**src/rtl/arbiter_pkg.sv**
```systemverilog
// Shared types and helpers for the round-robin arbiter.
// The one-hot helper returns a wide vector; callers cast it down to their own width.
package arbiter_pkg;

  typedef enum logic {ARB_IDLE, ARB_GRANT} arb_state_e;

  localparam int ARB_NUM_REQ   = 2;
  localparam int ARB_MAX_HOLD  = 8;
  localparam int ARB_MAX_WIDTH = 32;

  function automatic logic [ARB_MAX_WIDTH-1:0] onehot(input int unsigned idx);
    return ARB_MAX_WIDTH'(1) << idx;
  endfunction

endpackage

```
**src/rtl/rr_pick.sv**
```systemverilog
// Round-robin pick: rotate the eligible requests so the slot after 'last' lands at bit 0,
// then priority-encode the lowest set bit and rotate the index back.
module rr_pick #(
  parameter int NUM_REQ = 2
) (
  input  logic [NUM_REQ-1:0]         request,
  input  logic [$clog2(NUM_REQ)-1:0] last,
  input  logic [NUM_REQ-1:0]         exclude,
  output logic                       found,
  output logic [$clog2(NUM_REQ)-1:0] idx
);

  localparam int IDX_W = $clog2(NUM_REQ);

  logic [NUM_REQ-1:0] w_masked;
  logic [NUM_REQ-1:0] w_rotated;
  logic [IDX_W-1:0]   w_start;

  assign w_masked  = request & ~exclude;
  assign w_start   = (last == IDX_W'(NUM_REQ - 1)) ? '0 : last + 1'b1;
  assign w_rotated = NUM_REQ'({w_masked, w_masked} >> w_start);

  always_comb begin
    found = 1'b0;
    idx   = '0;
    for (int k = NUM_REQ - 1; k >= 0; k--) begin
      if (w_rotated[k]) begin
        found = 1'b1;
        idx   = IDX_W'((32'(w_start) + k) % NUM_REQ);
      end
    end
  end

endmodule

```
**src/rtl/arbiter_rr.sv**
```systemverilog
// Registered round-robin arbiter with grant hold and an optional hold quantum
// (MAX_HOLD = 0 disables preemption).
module arbiter_rr
  import arbiter_pkg::*;
#(
  parameter int NUM_REQ  = ARB_NUM_REQ,
  parameter int MAX_HOLD = ARB_MAX_HOLD
) (
  input  logic                       clk,
  input  logic                       rst,
  input  logic [NUM_REQ-1:0]         request,
  output logic [NUM_REQ-1:0]         grant,
  output logic [$clog2(NUM_REQ)-1:0] grant_id
);

  localparam int IDX_W  = $clog2(NUM_REQ);
  localparam int HOLD_W = (MAX_HOLD > 0) ? $clog2(MAX_HOLD + 1) : 1;
  localparam logic [HOLD_W-1:0] HOLD_MAX = HOLD_W'(MAX_HOLD);
  localparam logic [IDX_W-1:0]  LAST_RST = IDX_W'(NUM_REQ - 1);

  arb_state_e         r_state;
  logic [IDX_W-1:0]   r_owner;
  logic [IDX_W-1:0]   r_last;
  logic [HOLD_W-1:0]  r_holdCnt;

  logic [NUM_REQ-1:0] w_exclude;
  logic               w_found;
  logic [IDX_W-1:0]   w_pickIdx;
  logic               w_ownerReq;
  logic               w_quantumUp;

  // While granted, the owner is masked out so both release and preemption pick another requester.
  assign w_exclude   = (r_state == ARB_GRANT) ? NUM_REQ'(onehot(32'(r_owner))) : '0;
  assign w_ownerReq  = request[r_owner];
  assign w_quantumUp = (MAX_HOLD != 0) && (r_holdCnt == HOLD_MAX);

  rr_pick #(.NUM_REQ(NUM_REQ)) u_pick (
    .request (request),
    .last    (r_last),
    .exclude (w_exclude),
    .found   (w_found),
    .idx     (w_pickIdx)
  );

  always_ff @(posedge clk) begin
    if (!rst) begin
      r_state   <= ARB_IDLE;
      r_owner   <= '0;
      r_last    <= LAST_RST;
      r_holdCnt <= '0;
      grant     <= '0;
      grant_id  <= '0;
    end else begin
      case (r_state)
        ARB_IDLE: begin
          if (w_found) begin
            grant     <= NUM_REQ'(onehot(32'(w_pickIdx)));
            grant_id  <= w_pickIdx;
            r_owner   <= w_pickIdx;
            r_last    <= w_pickIdx;
            r_holdCnt <= HOLD_W'(1);
            r_state   <= ARB_GRANT;
          end
        end
        ARB_GRANT: begin
          // Release and quantum expiry both hand over directly to the next winner, no idle gap.
          if (w_found && (!w_ownerReq || w_quantumUp)) begin
            grant     <= NUM_REQ'(onehot(32'(w_pickIdx)));
            grant_id  <= w_pickIdx;
            r_owner   <= w_pickIdx;
            r_last    <= w_pickIdx;
            r_holdCnt <= HOLD_W'(1);
          end else if (!w_ownerReq) begin
            grant     <= '0;
            grant_id  <= '0;
            r_holdCnt <= '0;
            r_state   <= ARB_IDLE;
          end else if ((MAX_HOLD != 0) && (r_holdCnt != HOLD_MAX)) begin
            r_holdCnt <= r_holdCnt + 1'b1;
          end
        end
        default: r_state <= ARB_IDLE;
      endcase
    end
  end

endmodule

```
**config.mk**
```make
export PLATFORM = sky130hd
export DESIGN_NAME = arbiter_rr
export DESIGN_NICKNAME = d
export VERILOG_FILES = /design/src/rtl/arbiter_pkg.sv /design/src/rtl/rr_pick.sv /design/src/rtl/arbiter_rr.sv
export SDC_FILE = /design/constraint.sdc
export NUM_CORES = 1
export LEC_CHECK = 0
export CAP_MARGIN = 20
export CORE_AREA = 2 2 39 41
export CTS_CLUSTER_SIZE = 30
export DETAILED_ROUTE_END_ITERATION = 8
export DIE_AREA = 0 0 41 43
export DONT_BUFFER_PORTS = 1
export RECOVER_POWER = 25
export SLEW_MARGIN = 20
export SYNTH_ARGS = -nofsm -noshare
export SYNTH_HDL_FRONTEND = slang
export SYNTH_HIERARCHICAL = 1
export SYNTH_SLANG_ARGS = --single-unit
```
**constraint.sdc**
```tcl
create_clock -name clk -period 2.24 [get_ports clk]
set_input_delay 0.336 -clock clk [delete_from_list [all_inputs] [get_ports clk]]
set_output_delay 0.336 -clock clk [all_outputs]
set_load 0.005 [all_outputs]
```
# --- After elaboration in Yosys (flattened, before gate mapping) ---
# Index checks and enable logic that the tools add are counted.
word_totals:
  ff_bits: 10
  in_bits: 4
classes:
  add_sub_neg: 3
  n_lt_le_gt_ge: 1
  n_eq_ne: 6
  n_shift: 3
  mux: 27
  bitwise: 3
  n_reduce_logical: 6
ops:
  columns: ["cell", "count"]
  rows:
  - ["4-bit 2-to-1 mux", 4]
  - ["1-bit 2-to-1 mux", 14]
  - ["2-bit 2-to-1 mux", 4]
  - ["4-bit one-hot mux with 2 select lines", 1]
  - ["1-bit one-hot mux with 2 select lines", 3]
  - ["2-bit AND reduction", 3]
  - ["4-bit by 1-bit adder with 4-bit output, second input constant", 1]
  - ["4-bit == test, second input constant", 1]
  - ["4-bit by 2-bit != test with 1-bit output, second input constant", 1]
  - ["4-bit != test, second input constant", 1]
  - ["2-bit one-hot mux with 2 select lines", 1]
  - ["1-bit by 1-bit left shift with 2-bit output, first input constant", 2]
  - ["4-bit by 1-bit right shift with 2-bit output", 1]
  - ["3-bit by 2-bit != test with 1-bit output, second input constant", 1]
  - ["1-bit adder, second input constant", 2]
  - ["2-bit bitwise AND", 1]
  - ["1-bit by 2-bit < comparator with 1-bit output, second input constant", 1]
  - ["2-bit by 1-bit != test with 1-bit output, second input constant", 1]
  - ["2-bit != test, second input constant", 1]
  - ["2-bit inverter", 1]
  - ["1-bit logical AND", 1]
  - ["1-bit logical NOT", 1]
  - ["1-bit logical OR", 1]
  - ["1-bit inverter", 1]

# --- Longest topological paths before layout ---
logic_depth:
  word_depth: 10
  mapped_depth: 8
  ltp_nobuf: 7

# --- Cells and area by module ---
# The synthesis kept the hierarchy.
modules_own_cells:
  columns: ["module", "n_inst", "cells_per_inst", "area_each_um2", "seq_area_each_um2"]
  rows:
  - ["arbiter_rr", 1, 53, 533.0, 180.2]
  - ["rr_pick", 1, 5, 38.8, 0.0]

# --- Worst setup path before layout ---
# Ideal clock, no wire load.
synth_timing:
  path_type: "flip-flop to flip-flop"
  start: "register r_state"
  end: "register r_holdCnt[2]"
  arrival_ns: 1.640
  required_ns: 2.120
  path_slack_ns: 0.481
  stages_incl_launch_ff: 7
  n_path_buf: 1
  synth_period_minus_slack_ns: 1.759
  cell_sequence: "dfxtp_1 buf_2 and2b_2 o21ai_0 inv_1 and3_4 a211o_1"
synth_via:
  elab_chain_cells: 9
  elab_cells_between_ends: 13
  classes_between: "eq/ne (2); shift (1); mux (5); bitwise (3); reduce/logical (2)"
synth_lines:
  columns: ["item", "line", "text"]
  rows:
  - ["from (decl)", "arbiter_rr.sv:21", "arb_state_e r_state;"]
  - ["from (signal assigned)", "arbiter_rr.sv:47", "r_state <= ARB_IDLE;"]
  - ["from (signal assigned)", "arbiter_rr.sv:62", "r_state <= ARB_GRANT;"]
  - ["from (signal assigned)", "arbiter_rr.sv:77", "r_state <= ARB_IDLE;"]
  - ["2-bit 2-to-1 mux (*)", "arbiter_rr.sv:33", "assign w_exclude = (r_state == ARB_GRANT) ? NUM_REQ'(onehot(32'(r_owner))) : '0;"]
  - ["via w_exclude[0]", "arbiter_rr.sv:26", "logic [NUM_REQ-1:0] w_exclude;"]
  - ["2-bit inverter (*)", "rr_pick.sv:19", "assign w_masked = request & ~exclude;"]
  - ["2-bit bitwise AND (*)", "rr_pick.sv:19", null]
  - ["4-bit by 1-bit right shift with 2-bit output (*)", "rr_pick.sv:21", "assign w_rotated = NUM_REQ'({w_masked, w_masked} >> w_start);"]
  - ["1-bit 2-to-1 mux", "rr_pick.sv:27", "if (w_rotated[k]) begin"]
  - ["1-bit 2-to-1 mux (*)", "rr_pick.sv:27", null]
  - ["via w_found", "arbiter_rr.sv:27", "logic w_found;"]
  - ["1-bit logical AND", "arbiter_rr.sv:67", "if (w_found && (!w_ownerReq || w_quantumUp)) begin"]
  - ["4-bit by 2-bit != test with 1-bit output (no source line) / 4-bit 2-to-1 mux (equally long branches)", null, null]
  - ["2-bit AND reduction (no source line) / 4-bit one-hot mux with 2 select lines (equally long branches)", null, null]
  - ["to (signal assigned)", "arbiter_rr.sv:79", "r_holdCnt <= r_holdCnt + 1'b1;"]
  - ["to (decl)", "arbiter_rr.sv:24", "logic [HOLD_W-1:0] r_holdCnt;"]
# Mark *: on every way through the listed nets, which the timed path passes. The rest lies on a longest branch.
# A chain may end at the register's enable or synchronous reset.

# --- Final worst setup path ---
layout_timing:
  start: "register r_owner"
  end: "register r_holdCnt[3]"
layout_via:
  elab_chain_cells: 10
  elab_cells_between_ends: 18
  classes_between: "eq/ne (2); shift (2); mux (8); bitwise (2); reduce/logical (4)"
layout_lines:
  columns: ["item", "line", "text"]
  rows:
  - ["from (decl)", "arbiter_rr.sv:22", "logic [IDX_W-1:0] r_owner;"]
  - ["from (signal assigned)", "arbiter_rr.sv:59", "r_owner <= w_pickIdx;"]
  - ["from (signal assigned)", "arbiter_rr.sv:70", "r_owner <= w_pickIdx;"]
  - ["1-bit by 1-bit left shift with 2-bit output (*)", "arbiter_pkg.sv:12", "return ARB_MAX_WIDTH'(1) << idx;"]
  - ["2-bit 2-to-1 mux (*)", "arbiter_rr.sv:33", null]
  - ["via w_exclude[0]", "arbiter_rr.sv:26", null]
  - ["2-bit inverter (*)", "rr_pick.sv:19", null]
  - ["2-bit bitwise AND (*)", "rr_pick.sv:19", null]
  - ["4-bit by 1-bit right shift with 2-bit output (*)", "rr_pick.sv:21", null]
  - ["1-bit 2-to-1 mux", "rr_pick.sv:27", null]
  - ["1-bit 2-to-1 mux (*)", "rr_pick.sv:27", null]
  - ["via w_found", "arbiter_rr.sv:27", null]
  - ["1-bit logical AND", "arbiter_rr.sv:67", null]
  - ["4-bit by 2-bit != test with 1-bit output (no source line) / 4-bit 2-to-1 mux (equally long branches)", null, null]
  - ["2-bit AND reduction (no source line) / 4-bit one-hot mux with 2 select lines (equally long branches)", null, null]
# Mark *: on every way through the listed nets, which the timed path passes. The rest lies on a longest branch. The select of a mux whose other input is x is not followed.

==> flow_summary.yaml <==
power:
  p_leak_nw: 0.250
  internal_power_mw: 0.277
  p_comb_share_pct: 18.8
  p_clk_share_pct: 33.0
  peakVddDrop_mv: 0.304
  seq_power_share_pct: 48.2
  swShare_pct: 27.9
  total_power_mw: 0.384
  cellPowerDensity_mw_per_mm2: 626
  p_sw_mw: 0.107
clock_tree:
  cts-root-buf: "clkbuf_4"
  cts_max_path_buffers: 2
  clk_pin_slew_ns: 0.07
  cts_tree: "yes"
  cts_made_buffers: 3
  clk_latency_ns: 0.25
  cts_setup_buffers: 0
  cts.sink_count: 9
  ctsResizeCount: 0
  cts_hold_buf: 0
  h-tree-depth: 1
cells_and_area:
  num-fill-cells: 137
  drive_gt1_share_pct: 29.5
  fin_nets: 68
  diodes: 0
  fin_util_pct: 44.3
  syn_to_final_growth_pct: 7.22
synth:
  avgSynthCellArea_um2: 9.86
  synth.most_common_cell: "dfxtp_1"
  ys_ff_latch: 9
  synthCells: 58
  synth_area_um2: 572
  ys_types: 31
  synthFlopType: "dfxtp_1"
  yosysSeqAreaShare_pct: 31.5
  synth.area.top_cells: "dfxtp_1 (32%), o221a_2 (5.9%), ha_1 (4.4%)"
  ys_async_sr_fraction_pct: 0
  ys_top_cells_by_count: "dfxtp_1 (9), inv_1 (6), a21oi_1 (3), nand2_1 (3), o221a_2 (3)"
  yosysWarningCount: 6
  synth_top_cell_area_share_pct: 31.5
  synth_edf_count: 0
  syn_nets: 64
  yosys.area.top_type: "dfxtp_1"
placed_design:
  routabilityCongestion: 0.755
  numPortBuffers: 0
critical_path:
  r2r_setup_slack_ns: 0.32
  critPathRequiredTime_ns: 2.39
  path_delay_family: "compound AO/OA/AOI/OAI gates"
  crit_fanout: 7
  crit_path_cell_trace: "and2b_2 -> o21ai_0 -> inv_1 -> and3_4 -> a211o_1"
  r2r_cells: 5
  worst-path-buf-inv: 1
  r2r-end: "r_holdCnt[3]$_SDFFE_PN0P_"
  critPathLaunchType: "register"
  arrival_ns: 2.07
  slowest_stage: "dfxtp_1"
  r2r_start: "r_owner$_SDFFE_PN0P_"
  path_class: "reg -> reg"
  crit_path_end_kind: "register"
  crit_path_max_incr_delay_ns: 0.44
routing:
  wirelength_um: 963
  drt_iter0_drc: 5
  post-route-drc-count: 0
  vias: 419
  first_pass_iters: 4
  vias_per_cell: 5.44
  ant_nets: 0
  routedWlPerCell_um: 12.5
sta:
  whs_ns: 0.141
  setup_viol: 0
  period_minus_slack_ns: 1.92
  hold_viol: 0
  rsz0062_at_grt: "false"
  max_freq_ghz: 0.521
  skew_ns: 0.00248
  maxSlewHeadroom_pct: 67.4
  tightest_slew_ns: 0.484
  finalSetupTns_ns: 0
  fin_crit_sh_pct: 85.7
  maxSlewViolCount: 0
run_status:
  status: "finished clean"
die:
  fp-row-count: 14
  start_util_pct: 41.3
  die_h_um: 43
  die_area_mm2: 0.00176
  dieWidth_um: 41
  io_pins: 7
  fp.coreArea_mm2: 0.00138
grt:
  grt_pass1_wl_um: 1660
  grt_usage_pct: 13.6
  grt_max_degree: 9
  antenna_found_initial: 0
  grt_pass1_vias: 405
  overflow: 0
hold_path:
  hp-start: "rst"
  hold_end: "r_last$_SDFFE_PN1P_"
  hold_depth: 1
  hold_path.class: "in -> reg"
job:
  drv_cap: 0
## layout make-up
type	count	area (um2)	share of cell area, %
multi-input combinational	41	357	58.2
clock buffer	4	26.3	4.29
tap	16	20.0	3.27
inverter	6	22.5	3.67
timing repair buffer	1	7.51	1.22
sequential	9	180	29.4
## sequential cells by signal, indices dropped and copies added (netlist names)
signal	cells
r_holdCnt	4
r_owner	1
grant	2
r_last	1
r_state	1
## logic make-up (layout without fill, tap and decap cells)
kind of cell / count (synthesis) / after routing / share of synthesized area (%)
AND/OR/NAND/NOR: 19 / 19 / 26.5
AO/OA/AOI/OAI: 17 / 17 / 25.4
flip-flops: 9 / 9 / 31.5
buffers and inverters: 8 / 11 / 6.13
multiplexers: 3 / 3 / 6.13
adder cells (fa/ha/maj): 2 / 2 / 4.38
## power by group through the flow
stage                     Sequential, mW  Combinational, mW  Clock [mW]
after CTS                          0.186             0.0723       0.130
final                              0.185             0.0721       0.127
after floorplan                    0.185             0.0657           0
after global placement             0.190             0.0712           0
after detailed placement           0.190             0.0720           0
after global routing               0.188             0.0820       0.138
## placed cells by master (no fill, tap or decap), drive strengths merged, types with 2 or more instances in the layout
master  instances
ha              2
inv             6
nand3           2
nor2            2
nand4           2
dfxtp           9
clkbuf          4
a21oi           3
nor3b           2
a22oi           2
o21ai           3
nand2           3
mux2i           2
a211o           2
o221a           3
and2            2
a31oi           3
## how the worst max path moves through the flow
stage                               startpoint                   endpoint  slack [ns]  cells after the start
after CTS                 r_owner$_SDFFE_PN0P_        r_last$_SDFFE_PN1P_        0.33                      6
after detailed placement  r_owner$_SDFFE_PN0P_  r_holdCnt[3]$_SDFFE_PN0P_        0.33                      5
after floorplan             r_state$_SDFF_PN0_  r_holdCnt[2]$_SDFFE_PN0P_        0.48                      6
final                     r_owner$_SDFFE_PN0P_  r_holdCnt[3]$_SDFFE_PN0P_        0.32                      5
after global placement    r_owner$_SDFFE_PN0P_  r_holdCnt[3]$_SDFFE_PN0P_        0.40                      5
after global routing      r_owner$_SDFFE_PN0P_        r_last$_SDFFE_PN1P_        0.07                      6
## layer usage
| layer | wire, um | up-vias | GRT usage [%] |
|---|---|---|---|
| met4 | 0 | 0 | 7.33 |
| met3 | 40 | 0 | 4.71 |
| met5 | 0 | - | 0 |
| li1 | - | 221 | - |
| met2 | 396 | 6 | 17.8 |
| met1 | 526 | 192 | 18.7 |
## stage by stage
| step | worst slack, ns | instances | cell area [um2] |
|---|---|---|---|
| floorplan | 0.481 | 58 | 572 |
| global placement | 0.404 | 73 | 587 |
| detailed placement | 0.335 | 73 | 587 |
| CTS | 0.334 | 77 | 613 |
| global route | 0.0722 | 77 | 613 |
| finish | 0.319 | 77 | 613 |
(Power assumes the default switching activity.)
